<file path="src/rtl/song_sequencer_if.sv">
// Control / ROM / tone-generator signal bundle for the song sequencer.
// The master side is the sequencer; the slave side is everything around it
// (user controls, the pitch ROM and the tone generator).
interface song_sequencer_if #(
  parameter int INDEX_W = 11
) ();
  logic               play;
  logic               stop;
  logic               loop;
  logic [6:0]         pitch_in;
  logic [INDEX_W-1:0] note_index;
  logic [6:0]         note_pitch;
  logic               note_on;
  logic               note_start;
  logic               busy;
  logic               done;

  modport master (
    input  play, stop, loop, pitch_in,
    output note_index, note_pitch, note_on, note_start, busy, done
  );

  modport slave (
    output play, stop, loop, pitch_in,
    input  note_index, note_pitch, note_on, note_start, busy, done
  );
endinterface

</file>
<file path="src/rtl/song_sequencer.sv">
// Song sequencer: walks a pitch ROM at a fixed tempo and drives a tone
// generator with a latched pitch, a gate (with articulation gap) and a
// note-start strobe. Supports play/pause, stop and looping.
module song_sequencer #(
  parameter int TICK_DIV   = 781250,
  parameter int NOTE_TICKS = 8,
  parameter int GAP_TICKS  = 1,
  parameter int SONG_LEN   = 29,
  parameter int INDEX_W    = 11
) (
  input  logic               clk,
  input  logic               reset_n,
  song_sequencer_if.master   bus
);

  localparam int SOUND_TICKS = NOTE_TICKS - GAP_TICKS;
  localparam int DIV_W  = (TICK_DIV > 1) ? $clog2(TICK_DIV) : 1;
  localparam int TCNT_W = (NOTE_TICKS > 1) ? $clog2(NOTE_TICKS) : 1;
  localparam bit HAS_GAP = (GAP_TICKS > 0);

  localparam logic [DIV_W-1:0]   DIV_LAST   = DIV_W'(TICK_DIV - 1);
  localparam logic [DIV_W-1:0]   DIV_ONE    = DIV_W'(1);
  localparam logic [DIV_W-1:0]   DIV_ZERO   = {DIV_W{1'b0}};
  localparam logic [TCNT_W-1:0]  SOUND_LAST = TCNT_W'(SOUND_TICKS - 1);
  localparam logic [TCNT_W-1:0]  GAP_LAST   = TCNT_W'((GAP_TICKS > 0) ? (GAP_TICKS - 1) : 0);
  localparam logic [TCNT_W-1:0]  TCNT_ONE   = TCNT_W'(1);
  localparam logic [TCNT_W-1:0]  TCNT_ZERO  = {TCNT_W{1'b0}};
  localparam logic [INDEX_W-1:0] LAST_INDEX = INDEX_W'(SONG_LEN - 1);
  localparam logic [INDEX_W-1:0] IDX_ONE    = INDEX_W'(1);
  localparam logic [INDEX_W-1:0] IDX_ZERO   = {INDEX_W{1'b0}};

  typedef enum logic [2:0] {
    st_idle   = 3'd0,
    st_load   = 3'd1,
    st_sound  = 3'd2,
    st_gap    = 3'd3,
    st_paused = 3'd4
  } state_t;

  state_t              state_r,  state_nxt_s;
  state_t              resume_r, resume_nxt_s;
  logic [DIV_W-1:0]    div_r,    div_nxt_s;
  logic [TCNT_W-1:0]   tcnt_r,   tcnt_nxt_s;
  logic [INDEX_W-1:0]  idx_r,    idx_nxt_s;
  logic [6:0]          pitch_r,  pitch_nxt_s;
  logic                on_r,     on_nxt_s;
  logic                start_r,  start_nxt_s;
  logic                busy_r,   busy_nxt_s;
  logic                done_r,   done_nxt_s;

  logic                tick_s;
  logic [TCNT_W-1:0]   phase_last_s;
  logic                phase_end_s;
  logic                last_note_s;

  // Tempo tick and phase-expiry decode from the divider and tick counter
  always_comb begin
    tick_s       = (div_r == DIV_LAST);
    phase_last_s = (state_r == st_gap) ? GAP_LAST : SOUND_LAST;
    phase_end_s  = tick_s && (tcnt_r == phase_last_s);
    last_note_s  = (idx_r >= LAST_INDEX);
  end

  // Next-state and next-output logic; stop overrides everything but reset
  always_comb begin
    state_nxt_s  = state_r;
    resume_nxt_s = resume_r;
    div_nxt_s    = div_r;
    tcnt_nxt_s   = tcnt_r;
    idx_nxt_s    = idx_r;
    pitch_nxt_s  = pitch_r;
    on_nxt_s     = on_r;
    start_nxt_s  = 1'b0;
    done_nxt_s   = 1'b0;

    if (bus.stop && (state_r != st_idle)) begin
      state_nxt_s  = st_idle;
      resume_nxt_s = st_sound;
      div_nxt_s    = DIV_ZERO;
      tcnt_nxt_s   = TCNT_ZERO;
      idx_nxt_s    = IDX_ZERO;
      pitch_nxt_s  = 7'd0;
      on_nxt_s     = 1'b0;
    end else begin
      case (state_r)
        st_idle: begin
          idx_nxt_s = IDX_ZERO;
          on_nxt_s  = 1'b0;
          if (bus.play && !bus.stop) begin
            state_nxt_s = st_load;
          end else begin
            state_nxt_s = st_idle;
          end
        end

        // The ROM address has been stable for at least a cycle here, so
        // pitch_in can be latched directly. Pause is deferred to SOUND.
        st_load: begin
          pitch_nxt_s = bus.pitch_in;
          on_nxt_s    = (bus.pitch_in != 7'd0);
          start_nxt_s = 1'b1;
          div_nxt_s   = DIV_ZERO;
          tcnt_nxt_s  = TCNT_ZERO;
          state_nxt_s = st_sound;
        end

        // A cycle that sees play=0 is not counted, so the remaining
        // duration after resume is exact.
        st_sound, st_gap: begin
          if (!bus.play) begin
            state_nxt_s  = st_paused;
            resume_nxt_s = state_r;
            on_nxt_s     = 1'b0;
          end else if (phase_end_s) begin
            div_nxt_s  = DIV_ZERO;
            tcnt_nxt_s = TCNT_ZERO;
            if ((state_r == st_sound) && HAS_GAP) begin
              state_nxt_s = st_gap;
              on_nxt_s    = 1'b0;
            end else if (!last_note_s) begin
              idx_nxt_s   = idx_r + IDX_ONE;
              state_nxt_s = st_load;
            end else if (bus.loop) begin
              idx_nxt_s   = IDX_ZERO;
              state_nxt_s = st_load;
            end else begin
              idx_nxt_s   = IDX_ZERO;
              pitch_nxt_s = 7'd0;
              on_nxt_s    = 1'b0;
              done_nxt_s  = 1'b1;
              state_nxt_s = st_idle;
            end
          end else if (tick_s) begin
            div_nxt_s  = DIV_ZERO;
            tcnt_nxt_s = tcnt_r + TCNT_ONE;
          end else begin
            div_nxt_s = div_r + DIV_ONE;
          end
        end

        // Counters stay frozen; the gate only comes back when resuming SOUND
        st_paused: begin
          on_nxt_s = 1'b0;
          if (bus.play) begin
            state_nxt_s = resume_r;
            on_nxt_s    = (resume_r == st_sound) ? (pitch_r != 7'd0) : 1'b0;
          end else begin
            state_nxt_s = st_paused;
          end
        end

        default: begin
          state_nxt_s  = st_idle;
          resume_nxt_s = st_sound;
          div_nxt_s    = DIV_ZERO;
          tcnt_nxt_s   = TCNT_ZERO;
          idx_nxt_s    = IDX_ZERO;
          pitch_nxt_s  = 7'd0;
          on_nxt_s     = 1'b0;
        end
      endcase
    end

    busy_nxt_s = (state_nxt_s != st_idle);
  end

  // State, counters and all outputs are registered here
  always_ff @(posedge clk or negedge reset_n) begin
    if (!reset_n) begin
      state_r  <= st_idle;
      resume_r <= st_sound;
      div_r    <= DIV_ZERO;
      tcnt_r   <= TCNT_ZERO;
      idx_r    <= IDX_ZERO;
      pitch_r  <= 7'd0;
      on_r     <= 1'b0;
      start_r  <= 1'b0;
      busy_r   <= 1'b0;
      done_r   <= 1'b0;
    end else begin
      state_r  <= state_nxt_s;
      resume_r <= resume_nxt_s;
      div_r    <= div_nxt_s;
      tcnt_r   <= tcnt_nxt_s;
      idx_r    <= idx_nxt_s;
      pitch_r  <= pitch_nxt_s;
      on_r     <= on_nxt_s;
      start_r  <= start_nxt_s;
      busy_r   <= busy_nxt_s;
      done_r   <= done_nxt_s;
    end
  end

  assign bus.note_index = idx_r;
  assign bus.note_pitch = pitch_r;
  assign bus.note_on    = on_r;
  assign bus.note_start = start_r;
  assign bus.busy       = busy_r;
  assign bus.done       = done_r;

endmodule
</file>
<file path="src/flat_wrapper.sv">
// flat-port wrapper written by rule: the top's interface ports become plain ports
module song_sequencer_flat 
#(
  parameter int TICK_DIV   = 781250,
  parameter int NOTE_TICKS = 8,
  parameter int GAP_TICKS  = 1,
  parameter int SONG_LEN   = 29,
  parameter int INDEX_W    = 11
)
  (clk, reset_n, bus_play, bus_stop, bus_loop, bus_pitch_in, bus_note_index, bus_note_pitch, bus_note_on, bus_note_start, bus_busy, bus_done);
  song_sequencer_if #(.INDEX_W(INDEX_W)) bus_i ();
  input  logic clk;
  input  logic reset_n;
  input wire logic [$bits(bus_i.play)-1:0] bus_play;
  input wire logic [$bits(bus_i.stop)-1:0] bus_stop;
  input wire logic [$bits(bus_i.loop)-1:0] bus_loop;
  input wire logic [$bits(bus_i.pitch_in)-1:0] bus_pitch_in;
  output wire logic [$bits(bus_i.note_index)-1:0] bus_note_index;
  output wire logic [$bits(bus_i.note_pitch)-1:0] bus_note_pitch;
  output wire logic [$bits(bus_i.note_on)-1:0] bus_note_on;
  output wire logic [$bits(bus_i.note_start)-1:0] bus_note_start;
  output wire logic [$bits(bus_i.busy)-1:0] bus_busy;
  output wire logic [$bits(bus_i.done)-1:0] bus_done;
  assign bus_i.play = bus_play;
  assign bus_i.stop = bus_stop;
  assign bus_i.loop = bus_loop;
  assign bus_i.pitch_in = bus_pitch_in;
  assign bus_note_index = bus_i.note_index;
  assign bus_note_pitch = bus_i.note_pitch;
  assign bus_note_on = bus_i.note_on;
  assign bus_note_start = bus_i.note_start;
  assign bus_busy = bus_i.busy;
  assign bus_done = bus_i.done;
  song_sequencer #(.TICK_DIV(TICK_DIV), .NOTE_TICKS(NOTE_TICKS), .GAP_TICKS(GAP_TICKS), .SONG_LEN(SONG_LEN), .INDEX_W(INDEX_W)) u_core (.clk(clk), .reset_n(reset_n), .bus(bus_i));
endmodule
</file>
<file path="config.mk">
export PLATFORM = sky130hd
export DESIGN_NAME = song_sequencer_flat
export DESIGN_NICKNAME = d
export VERILOG_FILES = /design/src/rtl/song_sequencer_if.sv /design/src/rtl/song_sequencer.sv /design/src/flat_wrapper.sv
export SDC_FILE = /design/constraint.sdc
export NUM_CORES = 1
export LEC_CHECK = 0
export CORE_MARGIN = 2
export CORE_UTILIZATION = 55
export CTS_BUF_LIST = sky130_fd_sc_hd__clkbuf_16
export CTS_CLUSTER_DIAMETER = 200
export DETAILED_ROUTE_END_ITERATION = 16
export PLACE_DENSITY = 0.89
export SLEW_MARGIN = 10
export SYNTH_ARGS = -nofsm -noshare
export SYNTH_HDL_FRONTEND = slang
export SYNTH_SLANG_ARGS = --single-unit
export TNS_END_PERCENT = 1
</file>
<file path="constraint.sdc">
create_clock -name clk -period 3.4 [get_ports clk]
set_input_delay 0.34 -clock clk [delete_from_list [all_inputs] [get_ports clk]]
set_output_delay 0.34 -clock clk [all_outputs]
set_load 0.02 [all_outputs]
</file>
==> metrics.md, run 1 <==
| Metric | Value |
|---|---|
| Buf/Inv on CP | 0 |
| Grt total ovfl | 0 |
| Vias/cell | 6.15 |
| Post-detailed-route wirelength per cell | 16.2 um |
| Max Cap Viol | 0 |
| Largest net degree at the start of global routing | 32 |
| CTS tree | yes |
| Share of the yosys chip area belonging to registers | 0.459 |
| Status | finished, final reports clean |
| Sw power | around 0.40 mW |
| Pwr Total | roughly 1.4 mW |
| CTS Sinks | between 50 and 60 |
| Leak | around 1.4 nW |
| Main combinational cell family by area after synthesis | simple AND/OR/NAND/NOR gates |
| Number of synthesized flops with an enable pin | 0 |
| Ys async rst share | 1.00 |
| Cell Area, Placed | roughly 0.0031 mm^2 |
| Via Count | 2,416 |
| Dpl ws | ~0.72 ns |
| First-pass GRT wire length | about 11,000 um |
| CP Launch Type | register |
| Post-cts resize count | 0 |
| Final setup vio count | 0 |
| Hold Vio Cnt, Final | 0 |
| Bufs on Longest Clock Path | 2 |
| Logic pwr share | 0.182 |
| Die Area | 0.00565 mm^2 |
| Total Wirelength | about 6400 um |
| Syn Std Cell Area | ~0.0028 mm^2 |
| Post-Synth XOR/XNOR Area | 0.0377 |
| Mean Syn Cell Area | 9.44 um^2 |
| Flop pwr share | 0.476 |
| Die Height | approximately 75 um |
| Syn_nets | 312 |
| P_int | ~1.0 mW |
| Syn. warnings | 0 |
| Peak supply drop | approximately 0.29 mV |
| Area share of the largest cell type after synthesis | 0.449 |
| PwrDens | around 430 mW/mm^2 |
| Hold WC Path Type | in2async |
| Reg clk slew, reported paths | 0.06 ns |
| Fin worst setup slack | approximately 0.69 ns |
| Root buf cell | clkbuf_16 |
| IO Pins | 34 |
| Largest cells by area after synthesis | dfrtp_1, nor2_1, xnor2_1, a22o_1, nor3_1 |
| # rows | 25 |
| DRC viols | 0 |
| Layout cells sized above 1 | 0.0767 |
| Tmin final | ~2.7 ns |
| Area grow syn2layout | 18.1% |
| Final ANT Viol Nets | 0 |
| Crit-path slowest cell | o21ai_1 |
| Synthesis-stage register bit count | 51 |
| # diodes | 0 |
| DRT iter0 DRCs | approximately 180 |
| CP Class | reg2reg |
| Library cells used by synthesis | 56 |
| Clock Skew | 0.00304 ns |
| Clock power share | 0.342 |
| Design area | about 0.0033 mm^2 |
| Core area | 0.00482 mm^2 |
| Setup repair bufs after CTS | 0 |
| Tot GR Track Use | 0.252 |
| Initial antenna violation count | 0 |
| Post-synthesis simple-gate area fraction | 0.253 |
| Worst-path cell chain | nor4b_2 -> nand4_1 -> o21ai_1 -> nor2_1 -> mux2_2 |
| Crit share post-route | 0.798 |
| Post-CTS Hold Buffers | 0 |
| Required time of the critical path | around 3.6 ns |
| CP endpoint kind | register |
| Max FO, Critical Path | 17 |
| PortBufs | 33 |
| Clk_lat worst skew | 0.29 ns |
| Setup_tns | 0 ns |
| Total CTS buffers | 5 |
| Synth area leader | dfrtp_1 |
| Max Clk Rate | roughly 370 MHz |
| Adder-cell area share of the yosys netlist | 0.0261 |
| CP top delay family | compound AO/OA/AOI/OAI gates |
| Vias in the first global route | 2,310 |
| Mux contribution to synthesized area | 0.0193 |
| Cells after Synth | just under 300 |
| Placer Congestion | between 0.8 and 0.9 |
| RSZ-0062 raised after global routing | no |
| Die Wd | about 75 um |
| Critical path arrival | 2.89 ns |
| Slew Viols, Final | 0 |
| Post-synthesis compound-gate area fraction | 0.169 |
| CP peak stage delay | 0.99 ns |
| H-tree depth | 2 |
| Drt pass-1 iters | 5 |
| Initial core utilization | 0.578 |
| Nets | 342 |
| Slew headroom | 0.199 |
| Net Sw Frac | 0.284 |
| Post-detail-place hpwl | 4400 um |
| Worst slew pin tran | between 1 and 1.5 ns |
| Top_reg_cell synth | dfrtp_1 |
[state kept, by name, summed over array words and instances, names as in the netlist]
register / flops
u_core.bus.busy: 1
u_core.bus.done: 1
u_core.bus.note_index: 11
u_core.bus.note_on: 1
u_core.bus.note_pitch: 7
u_core.bus.note_start: 1
u_core.div_r: 20
u_core.resume_r: 3
u_core.state_r: 3
u_core.tcnt_r: 3
[layer usage]
metal	part of all wire	up-vias	track usage	wire, um
li1	-	1144	-	-
met1	0.47	1168	0.338	2960
met2	0.46	90	0.404	2900
met3	0.054	14	0.0495	346
met4	0.023	0	0.107	148
met5	0	-	0	0
[through the flow]
step	util	instances	hold slack, ns
floorplan	-	295	0.0444
global placement	0.654	385	0.409
detailed placement	0.654	385	0.417
CTS	0.683	393	0.110
global route	0.683	393	0.132
finish	0.683	393	0.0828
[worst paths after layout]
path                                          from                        to  slack [ns]  cells after the start
worst max-delay path              u_core.div_r[10]           u_core.div_r[0]        0.69                      5
max in group asynchronous                  reset_n  u_core.bus.note_index[9]        2.57                      2
worst min-delay path                       reset_n  u_core.bus.note_index[1]        0.08                      1
worst min register to register  u_core.resume_r[2]        u_core.resume_r[2]        0.51                      1
min in group clk                u_core.resume_r[2]        u_core.resume_r[2]        0.51                      1
worst max register to register    u_core.div_r[10]           u_core.div_r[0]        0.69                      5
[cells in the mapped netlist (3+ instances only)]
| cell type | instances |
|---|---|
| or4_1 | 3 |
| nand3_1 | 10 |
| o31ai_1 | 3 |
| and2_1 | 5 |
| inv_1 | 13 |
| o21ai_0 | 11 |
| xnor2_1 | 12 |
| nand2_1 | 14 |
| ha_1 | 5 |
| buf_2 | 3 |
| nor4_1 | 7 |
| dfrtp_1 | 50 |
| nor2_1 | 36 |
| clkbuf_1 | 7 |
| o22ai_1 | 5 |
| a22o_1 | 11 |
| nand4_1 | 8 |
| a21oi_1 | 10 |
| mux2_2 | 3 |
| nor2b_1 | 4 |
| a31oi_1 | 5 |
| and4_1 | 4 |
| nor3_1 | 15 |
| a211o_1 | 3 |
| nand2b_1 | 6 |
| or2_2 | 3 |
[layout make-up]
| class | instances | area (um^2) |
|---|---|---|
| sequential | 51 | 1280 |
| timing repair buffer | 34 | 333 |
| multi-input combinational | 220 | 1410 |
| fill | 414 | 1530 |
| clock inverter | 3 | 15.0 |
| inverter | 13 | 48.8 |
| tap | 67 | 83.8 |
| clock buffer | 5 | 125 |
[power by group through the flow]
stage,clock (mW),combinational [mW],sequential (mW)
2_1_floorplan,0,0.145,0.695
5_1_grt,0.511,0.286,0.678
6_report,0.484,0.258,0.674
4_1_cts,0.487,0.258,0.673
3_3_place_gp,0,0.248,0.683
3_5_place_dp,0,0.257,0.685
[layout by cell type (no fill, tap or decap), types with 3 or more instances in the layout]
cell / count
nor3_1: 15
nor2b_1: 4
clkdlybuf4s50_1: 32
mux2_2: 3
nor4_1: 7
a22o_1: 11
a211o_1: 3
nand2b_1: 6
or4_1: 3
clkinv_2: 3
or2_2: 3
nor2_1: 36
o31ai_1: 3
nand3_1: 10
a31oi_1: 5
dfrtp_1: 50
inv_1: 13
o21ai_0: 11
o22ai_1: 5
xnor2_1: 12
and2_1: 5
nand4_1: 8
and4_1: 4
clkbuf_16: 5
nand2_1: 14
a21oi_1: 10
ha_1: 5
[cells by family (layout without fill, tap and decap cells)]
kind of cell | Yosys count | in the layout
muxes | 5 | 5
buffers and inverters | 24 | 55
adders and majority gates | 6 | 6
AOI/OAI and AO/OA | 67 | 67
DFF | 51 | 51
and+or+nand+nor | 130 | 130
xor gates and xnor gates | 12 | 12
Power figures use the tool's default switching activity.
==> run 2, diff against run 1 <==
--- a/config.mk
+++ b/config.mk
@@ -6,11 +6,11 @@
 export NUM_CORES = 1
 export LEC_CHECK = 0
 export CORE_MARGIN = 2
-export CORE_UTILIZATION = 55
+export CORE_UTILIZATION = 50
 export CTS_BUF_LIST = sky130_fd_sc_hd__clkbuf_16
 export CTS_CLUSTER_DIAMETER = 200
 export DETAILED_ROUTE_END_ITERATION = 16
-export PLACE_DENSITY = 0.89
+export PLACE_DENSITY = 0.86
 export SLEW_MARGIN = 10
 export SYNTH_ARGS = -nofsm -noshare
 export SYNTH_HDL_FRONTEND = slang
==> constraint.sdc (replaced) <==
create_clock -name clk -period 2.2 [get_ports clk]
set_input_delay 0.22 -clock clk [delete_from_list [all_inputs] [get_ports clk]]
set_output_delay 0.22 -clock clk [all_outputs]
set_load 0.02 [all_outputs]
==> run 2 against run 1 <==
Clock skew is 0.0040 ns higher. Combinational power is 79% higher. Utilization is 4.1 points lower. Sequential share of layout area is 2.2 points lower. Die area is 9.5% higher. Via count is 1.8% higher. Routed wire length is 3.3% higher. Highest routed layer unchanged. Setup slack worse by 0.60 ns. Fmax is 28% higher. Flip-flop and latch count stayed put. Global-route usage is 2.4 points lower.
==> metrics.md, run 2 (same netlist as run 1, synthesis figures left out) <==
| Metric | Value |
|---|---|
| Crit share post-route | 0.961 (was 0.798) |
| Total Wirelength | 6570 um (was 6360 um) |
| CTS Sinks | 51 (unchanged) |
| Area grow syn2layout | 25.2% (was 18.1%) |
| Peak supply drop | 0.450 mV (was 0.286 mV) |
| Top reg by flops | u_core.div_r (unchanged) |
| CP endpoint kind | register (unchanged) |
| CP startpoint | u_core.bus.note_index[6] (was u_core.div_r[10]) |
| Setup slack, reg-to-reg | 0.09 ns (was 0.69 ns) |
| Max Cap Viol | 0 (unchanged) |
| DRC viols | 0 (unchanged) |
| Initial core utilization | 0.512 (was 0.578) |
| # diodes | 0 (unchanged) |
| Die Height | 78.6 um (was 75.2 um) |
| Pwr Total | 2.23 mW (was 1.42 mW) |
| Post-detailed-route wirelength per cell | 15.5 um (was 16.2 um) |
| DRT iter0 DRCs | 184 (was 175) |
| Clk_lat worst skew | 0.29 ns (about the same) |
| Hold Vio Cnt, Final | 0 (unchanged) |
| Layout cells sized above 1 | 0.137 (was 0.0767) |
| Tot GR Track Use | 0.228 (was 0.252) |
| # rows | 27 (was 25) |
| Tmin final | 2.11 ns (was 2.71 ns) |
| PortBufs | 33 (unchanged) |
| FILL cells | 439 (was 414) |
| Setup_tns | 0 ns (unchanged) |
| Worst slew pin tran | 0.492 ns (was 1.19 ns) |
| PwrDens | 639 mW/mm^2 (was 431 mW/mm^2) |
| R2R cell count | 5 (unchanged) |
| Vias in the first global route | 2,391 (was 2,310) |
| Most frequent cells in the layout | dfrtp_1, nor2_1, clkdlybuf4s50_1 (unchanged) |
| Reg clk slew, reported paths | 0.06 ns (about the same) |
| Via Count | 2,459 (was 2,416) |
| R2r startpoint | u_core.bus.note_index[6] (was u_core.div_r[10]) |
| H-tree depth | 2 (unchanged) |
| Cell Area, Placed | 0.00333 mm^2 (was 0.00315 mm^2) |
| Die Wd | 78.6 um (was 75.2 um) |
| Status | finished, final reports clean (unchanged) |
| Clock Skew | 0.00702 ns (was 0.00304 ns) |
| CP Class | reg2reg (unchanged) |
| Cell Count, Final, Fillers Out | 423 (was 393) |
| Core area | 0.00544 mm^2 (was 0.00482 mm^2) |
| Final ANT Viol Nets | 0 (unchanged) |
| Commonest non-fill, non-tap cell in the layout | dfrtp_1 (unchanged) |
| Final setup vio count | 0 (unchanged) |
| Total CTS buffers | 5 (unchanged) |
| CTS tree | yes (unchanged) |
| Vias/cell | 5.81 (was 6.15) |
| Grt total ovfl | 0 (unchanged) |
| Drt pass-1 iters | 4 (was 5) |
| First-pass GRT wire length | 11,200 um (was 10,800 um) |
| Post-detail-place hpwl | 4740 um (was 4400 um) |
| Slew headroom | 0.669 (was 0.199) |
| Hold WC Path Type | in2async (unchanged) |
| Critical path arrival | 2.33 ns (was 2.89 ns) |
| FF-to-FF End | u_core.bus.note_pitch[3] (was u_core.div_r[0]) |
| Max FO, Critical Path | 7 (was 17) |
| Die Area | 0.00618 mm^2 (was 0.00565 mm^2) |
| CP Capture Point | u_core.bus.note_pitch[3] (was u_core.div_r[0]) |
| Leak | 1.48 nW (was 1.36 nW) |
| Required time of the critical path | 2.42 ns (was 3.58 ns) |
| Max Clk Rate | 473 MHz (was 369 MHz) |
| Max reg flops | 20 (unchanged) |
| Design area | 0.00349 mm^2 (was 0.00329 mm^2) |
| Largest net degree at the start of global routing | 31 (was 32) |
| Bufs on Longest Clock Path | 2 (unchanged) |
| Nets | 367 (was 342) |
| Slew Viols, Final | 0 (unchanged) |
| Placer Congestion | 0.895 (was 0.841) |
| CP Launch Type | register (unchanged) |
| RSZ-0062 raised after global routing | no (unchanged) |
| Placed Instances | 413 (was 385) |
| Initial antenna violation count | 0 (unchanged) |
| IO Pins | 34 (unchanged) |
| Root buf cell | clkbuf_16 (unchanged) |
==> run 2: cell count changes in the layout (fill, tap and decap cells not counted) <==
cell / change
buf_4: +24
clkinv_2: -2
dlygate4sd3_1: +1
inv_1: +2
nor3_1: -1
nor3_2: +1
==> run 2: cell type report <==
type / count / area [um^2] / share of cell area
repair buffers: 59 / 523 / 0.150
well taps: 72 / 90.1 / 0.0258
flip-flops and latches: 51 / 1280 / 0.366
inverters: 13 / 48.8 / 0.0140
clock buffers: 5 / 125 / 0.0359
multi-input cells: 220 / 1410 / 0.405
clock inverters: 3 / 12.5 / 0.00359
==> run 2: repair_timing <==
action | 4_1_cts | 5_1_grt
hold buffers | 1 | 0
endpoints found under the hold margin | 20 | 0
pin swaps | 0 | 1
setup endpoints to repair | 1 | 19
buffers inserted | 0 | 1
gates resized for setup | 1 | 0
==> run 2: worst max-delay path: stages, from the launching register on <==
cell and delay (ns):
dfrtp_1 0.41, or4_1 0.58, o311ai_0 0.43, nor4_1 0.12, o21ai_2 0.32, a22o_1 0.19
==> run 2: through the flow <==
| step | utilization | hold WS [ns] | setup WS, ns |
|---|---|---|---|
| floorplan | - | -0.0756 | 0.184 |
| global placement | 0.612 | 0.0322 | 0.171 |
| detailed placement | 0.612 | 0.0323 | 0.0825 |
| CTS | 0.640 | 0.269 | 0.0588 |
| global route | 0.641 | 0.299 | 0.00970 |
| finish | 0.641 | 0.266 | 0.0861 |
==> run 2: how the worst min path moves through the flow <==
stage | cells after the start | start | end | slack, ns
2_1_floorplan | 0 | reset_n | u_core.bus.busy | -0.08
3_3_place_gp | 1 | reset_n | u_core.bus.note_on | 0.03
3_5_place_dp | 1 | reset_n | u_core.bus.note_on | 0.03
4_1_cts | 2 | reset_n | u_core.bus.note_on | 0.27
5_1_grt | 2 | reset_n | u_core.bus.note_on | 0.30
6_report | 2 | reset_n | u_core.bus.note_on | 0.27
==> run 2: routing by layer <==
layer  vias to the layer above  track usage  share of wire
met4                         0       0.0772          0.017
li1                       1194            -              -
met5                         -            0              0
met1                      1197        0.306           0.46
met2                        55        0.372           0.48
met3                        13       0.0414          0.037
==> run 2: report_power, final <==
part           switching (mW)  internal (mW)
combinational           0.255          0.208
clock                   0.317          0.411
sequential             0.0493          0.987
total                   0.621           1.61
